===== src/rtl/mem_port_arbiter.sv =====
// -----------------------------------------------------------------------------
// mem_port_arbiter
//
// Shares one single-port memory bus between the core's instruction-fetch port
// and its data port. The winning request is forwarded downstream, its port ID
// is pushed into an in-order ID FIFO, and each downstream response (mem_valid)
// is routed back to whichever port sits at the head of that FIFO.
//
// Ports
//   clk, reset                 rising-edge clock, synchronous active-high reset
//   instr_req/addr/gnt         instruction read request, accepted by instr_gnt
//   instr_rdata/valid/err      instruction response (rdata is 0 unless valid)
//   data_req/wr/addr/wdata/byteen, data_gnt   data request, accepted by data_gnt
//   data_rdata/valid           data response for reads and writes
//   mem_req/wr/addr/wdata/byteen, mem_gnt     downstream request channel
//   mem_rdata/valid/err        downstream response channel, in grant order
//   orphan_resp                sticky: a response arrived with nothing outstanding
//
// Handshake: a request is transferred in any cycle where mem_req and mem_gnt
// are both 1; the matching instr_gnt/data_gnt pulses in that same cycle.
// Requesters hold req and their fields stable until their gnt. A response is
// a single-cycle mem_valid pulse, strictly in grant order, never in the same
// cycle as its own grant.
// -----------------------------------------------------------------------------
module mem_port_arbiter #(
  parameter int ADDR_W    = 32,
  parameter int DATA_W    = 32,
  parameter int MAX_OUTST = 2,
  parameter int DATA_PRIO = 1
) (
  input  logic                clk,
  input  logic                reset,
  // instruction port
  input  logic                instr_req,
  input  logic [ADDR_W-1:0]   instr_addr,
  output logic                instr_gnt,
  output logic [DATA_W-1:0]   instr_rdata,
  output logic                instr_valid,
  output logic                instr_err,
  // data port
  input  logic                data_req,
  input  logic                data_wr,
  input  logic [ADDR_W-1:0]   data_addr,
  input  logic [DATA_W-1:0]   data_wdata,
  input  logic [DATA_W/8-1:0] data_byteen,
  output logic                data_gnt,
  output logic [DATA_W-1:0]   data_rdata,
  output logic                data_valid,
  // downstream memory bus
  output logic                mem_req,
  output logic                mem_wr,
  output logic [ADDR_W-1:0]   mem_addr,
  output logic [DATA_W-1:0]   mem_wdata,
  output logic [DATA_W/8-1:0] mem_byteen,
  input  logic                mem_gnt,
  input  logic [DATA_W-1:0]   mem_rdata,
  input  logic                mem_valid,
  input  logic                mem_err,
  // status
  output logic                orphan_resp
);

  localparam int BE_W  = DATA_W / 8;
  // A single-entry FIFO still needs a 1-bit pointer to keep the vectors legal.
  localparam int PTR_W = (MAX_OUTST > 1) ? $clog2(MAX_OUTST) : 1;
  localparam int CNT_W = $clog2(MAX_OUTST + 1);

  localparam logic [PTR_W-1:0] PTR_LAST = PTR_W'(MAX_OUTST - 1);
  localparam logic [CNT_W-1:0] CNT_MAX  = CNT_W'(MAX_OUTST);

  // Arbitration state: OPEN re-selects every cycle, LOCKED holds the port
  // that was offered downstream but not yet accepted.
  typedef enum logic [0:0] {
    ARB_OPEN   = 1'b0,
    ARB_LOCKED = 1'b1
  } arb_state_t;

  arb_state_t           arb_state_q;
  logic                 lock_data_q;   // port held while LOCKED (1 = data)
  logic                 rr_data_q;     // round-robin tie winner (1 = data)
  logic [CNT_W-1:0]     count_q;
  logic [PTR_W-1:0]     wr_ptr_q;
  logic [PTR_W-1:0]     rd_ptr_q;
  logic [MAX_OUTST-1:0] id_fifo_q;     // one ID bit per slot (1 = data)
  logic                 orphan_q;

  logic eligible;
  logic any_req;
  logic sel_data;
  logic req_out;
  logic push;
  logic pop;
  logic head_data;

  function automatic logic [PTR_W-1:0] ptr_next(input logic [PTR_W-1:0] p);
    return (p == PTR_LAST) ? '0 : p + PTR_W'(1);
  endfunction

  // ---------------------------------------------------------------------------
  // Request side
  // ---------------------------------------------------------------------------
  // Eligibility looks only at the registered count: a response popping in
  // this cycle does not open a slot until the next cycle.
  assign eligible = (count_q < CNT_MAX);
  assign any_req  = instr_req | data_req;

  always_comb begin
    sel_data = 1'b0;
    if (arb_state_q == ARB_LOCKED) begin
      sel_data = lock_data_q;
    end else if (DATA_PRIO != 0) begin
      sel_data = data_req;
    end else if (instr_req && data_req) begin
      sel_data = rr_data_q;
    end else begin
      sel_data = data_req;
    end
  end

  assign req_out = !reset && eligible && any_req;
  assign push    = req_out && mem_gnt;

  // Request fields are zero whenever no request is offered.
  always_comb begin
    mem_wr     = 1'b0;
    mem_addr   = '0;
    mem_wdata  = '0;
    mem_byteen = '0;
    if (req_out) begin
      if (sel_data) begin
        mem_wr     = data_wr;
        mem_addr   = data_addr;
        mem_wdata  = data_wdata;
        mem_byteen = data_byteen;
      end else begin
        mem_addr   = instr_addr;
        mem_byteen = {BE_W{1'b1}};
      end
    end
  end

  assign mem_req   = req_out;
  assign instr_gnt = push && !sel_data;
  assign data_gnt  = push && sel_data;

  // ---------------------------------------------------------------------------
  // Response side: zero-latency route based on the FIFO head
  // ---------------------------------------------------------------------------
  assign pop       = !reset && mem_valid && (count_q != '0);
  assign head_data = id_fifo_q[rd_ptr_q];

  assign instr_valid = pop && !head_data;
  assign data_valid  = pop && head_data;
  assign instr_rdata = instr_valid ? mem_rdata : '0;
  assign data_rdata  = data_valid  ? mem_rdata : '0;
  assign instr_err   = instr_valid && mem_err;
  assign orphan_resp = orphan_q;

  // ---------------------------------------------------------------------------
  // ID storage: contents are only meaningful between push and pop, so the
  // slots themselves need no reset.
  // ---------------------------------------------------------------------------
  always_ff @(posedge clk) begin
    if (push) begin
      id_fifo_q[wr_ptr_q] <= sel_data;
    end
  end

  // ---------------------------------------------------------------------------
  // Arbiter state, FIFO pointers, count and orphan flag
  // ---------------------------------------------------------------------------
  always_ff @(posedge clk) begin
    if (reset) begin
      arb_state_q <= ARB_OPEN;
      lock_data_q <= 1'b0;
      rr_data_q   <= 1'b0;
      count_q     <= '0;
      wr_ptr_q    <= '0;
      rd_ptr_q    <= '0;
      orphan_q    <= 1'b0;
    end else begin
      if (push) begin
        wr_ptr_q  <= ptr_next(wr_ptr_q);
        // The port just served loses the next tie.
        rr_data_q <= !sel_data;
      end
      if (pop) begin
        rd_ptr_q <= ptr_next(rd_ptr_q);
      end

      case ({push, pop})
        2'b10:   count_q <= count_q + CNT_W'(1);
        2'b01:   count_q <= count_q - CNT_W'(1);
        default: count_q <= count_q;
      endcase

      // Lock whenever a request is on the bus but not taken; a request that
      // disappears (ineligible or withdrawn) also drops the lock.
      if (req_out && !mem_gnt) begin
        arb_state_q <= ARB_LOCKED;
        lock_data_q <= sel_data;
      end else begin
        arb_state_q <= ARB_OPEN;
      end

      if (mem_valid && (count_q == '0)) begin
        orphan_q <= 1'b1;
      end
    end
  end

endmodule


===== config.mk =====
export PLATFORM = sky130hd
export DESIGN_NAME = mem_port_arbiter
export DESIGN_NICKNAME = d
export VERILOG_FILES = /design/src/rtl/mem_port_arbiter.sv
export SDC_FILE = /design/constraint.sdc
export NUM_CORES = 1
export LEC_CHECK = 0
export CAP_MARGIN = 15
export CORE_AREA = 2 2 110 112
export CTS_BUF_LIST = sky130_fd_sc_hd__clkbuf_16
export CTS_CLUSTER_DIAMETER = 50
export DETAILED_ROUTE_END_ITERATION = 16
export DIE_AREA = 0 0 112 114
export SLEW_MARGIN = 30
export SYNTH_ARGS = -nofsm -noshare
export SYNTH_HDL_FRONTEND = slang
export SYNTH_SLANG_ARGS = --single-unit

===== constraint.sdc =====
create_clock -name clk -period 2.6 [get_ports clk]
set_input_delay 0.78 -clock clk [delete_from_list [all_inputs] [get_ports clk]]
set_output_delay 0.78 -clock clk [all_outputs]
set_load 0.1 [all_outputs]

==> metrics list <==
* Run status: finished, violations left
- The final reports fail on setup timing.
- The initial antenna violation count came to 0.
* Final-report setup violation count: ~100
- CP Class: in2out
- Cell with the biggest individual delay on the critical path: mux2i_4
- Largest net degree at the start of global routing: 23
- The design draws about 0.0025 W.
- When the netlist entered floorplanning its net count stood at about 420.
- Hold Violations, Final: 0
- Number of nets in the final layout: roughly 740
- The largest single stage delay on the critical path is ~0.19 ns.
- In this run the critical register-to-register path is launched from count_q[1].
- By area the synthesized netlist is led by and3_1 25%, nand2_1 15%, and2_1 13%, a21oi_1 10%, dfxtp_1 8.5%.
- Post-synth EDFFs: 2
- Peak fanout along the critical path: 6
* Max-slew violation count: 0
* Flip-flop and latch count after synthesis: 9
- Hold WS: just under 0.5 ns
- After clock tree synthesis, the flow added hold-fix buffers numbering 0.
- Clock-pin slew was measured on the worst setup and hold paths at 0.04 ns.
- Once detail routing completed, the nets flagged for antenna violations numbered 0.
- Initial Utilization: 0.140
* Register area share after synthesis: 0.122
- Fin crit period: between 2 and 3 ns
- At the pin with the least slew margin, the transition time is a little over 0.4 ns.
* Total placed instance area: around 7000 sq um
- Count of input and output buffers: around 280
- Max clock buf depth: 2
- Top-area cell type share of the netlist area: 0.248
- At the end of routability-driven placement, the weighted congestion stood at between 0.7 and 0.8.
* Post-synthesis cell area: 1640 sq um
* Core utilization of the finished layout: 0.686
- Buffers inserted during clock tree synthesis total 3.
- In the final layout, the share of cells above drive strength 1 is 0.685.
* Total negative slack: -8.15 ns
* Crit path cell chain: buf_8 > buf_6 > mux2i_4 > buf_8 > buf_12 > nand2_2 > a21oi_4 > buf_12
* Achievable frequency: about 370 MHz
- From bottom edge to top edge, the die measures approximately 110 um.
- IR analysis of the VDD net gives a maximum drop of approximately 0.25 mV.
- The average instance in the mapped netlist occupies between 5 and 6 sq um.
- After detailed routing, the number of vias per cell comes to between 4 and 5.
- Warnings, synthesis: 0
- Number of H-tree levels: 1
* Static Leakage: 3.21 nW
- Clock skew on the completed layout was measured at about 0.00058 ns.
- The first global-routing pass estimated around 20000 um of wire.
- Dominant register cell in the synthesized netlist: dfxtp_1
* Synthesized instance count: between 200 and 300
- Routed via count: around 3.3k
- Post-synthesis cell type with the largest combined area: and3_1
- Most instantiated cells after synthesis: 65 x and3_1, 65 x nand2_1, 35 x and2_1
- Pin placement for this block handled 280 I/O pins.
- Width of the chip: approximately 110 um
- Total inserted antenna cells: 0
* Final worst-path cycle share: 1.05
* RSZ-0062 raised after global routing: yes
- Launching element of the worst setup path: data_req
- TritonCTS built the clock tree.
- Routed len/inst: 17.3 um
* Count of cell types in the netlist: 26
- Overall routed net length: 12900 um
* Kind of path behind the tightest hold check: reg2reg
- Setup crit start kind: primary input
- Global-route usage over all layers: 0.193
- Residual overflow from global routing: 0
- STA puts the critical path data arrival time at roughly 2.0 ns.
* Clock network latency to the later pin of the worst-skew pair: about 0.23 ns
- Summing all non-filler instances in the final layout gives an area of about 8000 sq um.
- Std cell rows: 40
- Power density over the cells: around 300 nW/um^2
- Critical path buffers and inverters: 5
- Setup WS post-layout: -0.137 ns
- Before antenna repair, the detailed router went through 4 iterations.
* Die area: roughly 13000 sq um
- Of all flip-flops after synthesis, the portion carrying an async set or reset was 0.
- Area Growth Syn to Fin: 389%
* Via count of the first global-routing pass: roughly 3.5k
- Iteration-0 DRC count of the detailed router: 96
- Max-cap violations in this run came to 0.
- Total core area: between 10000 and 15000 sq um
* Root Driver: clkbuf_16
* Detailed placer's ending HPWL: 9510 um
* Critical Path Sink Type: output port
* Crit path max-delay family: buffers and inverters
- Slew HR: 0.728
* Detailed-route DRC error count: 0
- The worst hold path begins at orphan_resp.
- At the worst endpoint, the required time is ~1.8 ns.
- Num Clock Sinks: 9
[cell families (layout without fill, tap and decap cells)]
group	Yosys count	count (layout)	synth area share
simple gates	187	187	0.586
compound gates	41	41	0.147
buf+inv	32	351	0.0961
flops	9	9	0.122
mux	4	4	0.0252
xor+xnor	3	3	0.0160
fa+ha+maj	1	1	0.00763
[layout by cell type, fill, tap and decap left out, types with 2 or more instances in the layout]
cell type | netlist | routed
nor2_2 | 0 | 4
and3_4 | 0 | 55
nand2_1 | 65 | 21
buf_12 | 0 | 153
a21oi_4 | 0 | 32
buf_6 | 3 | 8
nor2_4 | 0 | 7
buf_8 | 0 | 8
xor2_1 | 2 | 2
and2_4 | 0 | 35
nand2_4 | 0 | 22
a21oi_1 | 34 | 2
o21ai_4 | 0 | 2
inv_1 | 3 | 3
nor2_1 | 18 | 7
clkdlybuf4s50_1 | 0 | 135
buf_16 | 0 | 10
edfxtp_1 | 2 | 2
and3_2 | 0 | 9
dfxtp_1 | 7 | 7
nand2_2 | 0 | 22
buf_4 | 0 | 24
clkbuf_16 | 0 | 7
[where the power goes]
part	switching [W]	internal [W]
clock network	0.0000646	0.000201
logic	0.00115	0.000891
registers	0.0000176	0.000157
total	0.00123	0.00125
[worst paths after layout]
path,end,slack (ns),depth (start not counted)
setup / recovery,mem_addr[2],-0.14,8
hold / removal,orphan_resp,0.49,2
setup reg to reg,count_q[1],0.47,9
hold reg to reg,orphan_resp,0.49,2
[metal layers]
layer | vias up | wire length (um) | track usage
li1 | 1573 | - | -
met1 | 1565 | 4520 | 0.209
met2 | 156 | 7230 | 0.379
met3 | 16 | 867 | 0.0446
met4 | 0 | 235 | 0.0472
met5 | - | 0 | 0
[flip-flops by register name, indices dropped and copies added, names as in the netlist]
signal and flops:
arb_state_q 1, count_q 2, lock_data_q 1, id_fifo_q 2, rd_ptr_q 1, wr_ptr_q 1
orphan_resp 1
[metrics by stage]
step,worst slack [ns],std cells
5_1_grt,-0.201,743
3_5_place_dp,-0.575,702
2_1_floorplan,-0.333,277
6_report,-0.137,743
3_3_place_gp,-0.553,702
4_1_cts,-0.142,741
[worst min-delay path, stage by stage, from the launching register on]
cell,delay (ns)
dfxtp_1,0.34
a21oi_1,0.05
nor2_1,0.07
[cell type report]
cell class              count  area (sq um)
clock inverters             1          3.75
inverters                   4          30.0
well taps                 147           184
repair buffers            343          5180
fillers                   860          3680
clock buffers               3          75.1
multi-input cells         236          2350
flip-flops and latches      9           200
[timing repair]
action	in CTS	in global routing
buffers inserted	22	4
setup endpoints to repair	140	116
resized for setup	117	22
gates cloned	13	4
pin swaps	50	28
(Power assumes the default switching activity.)
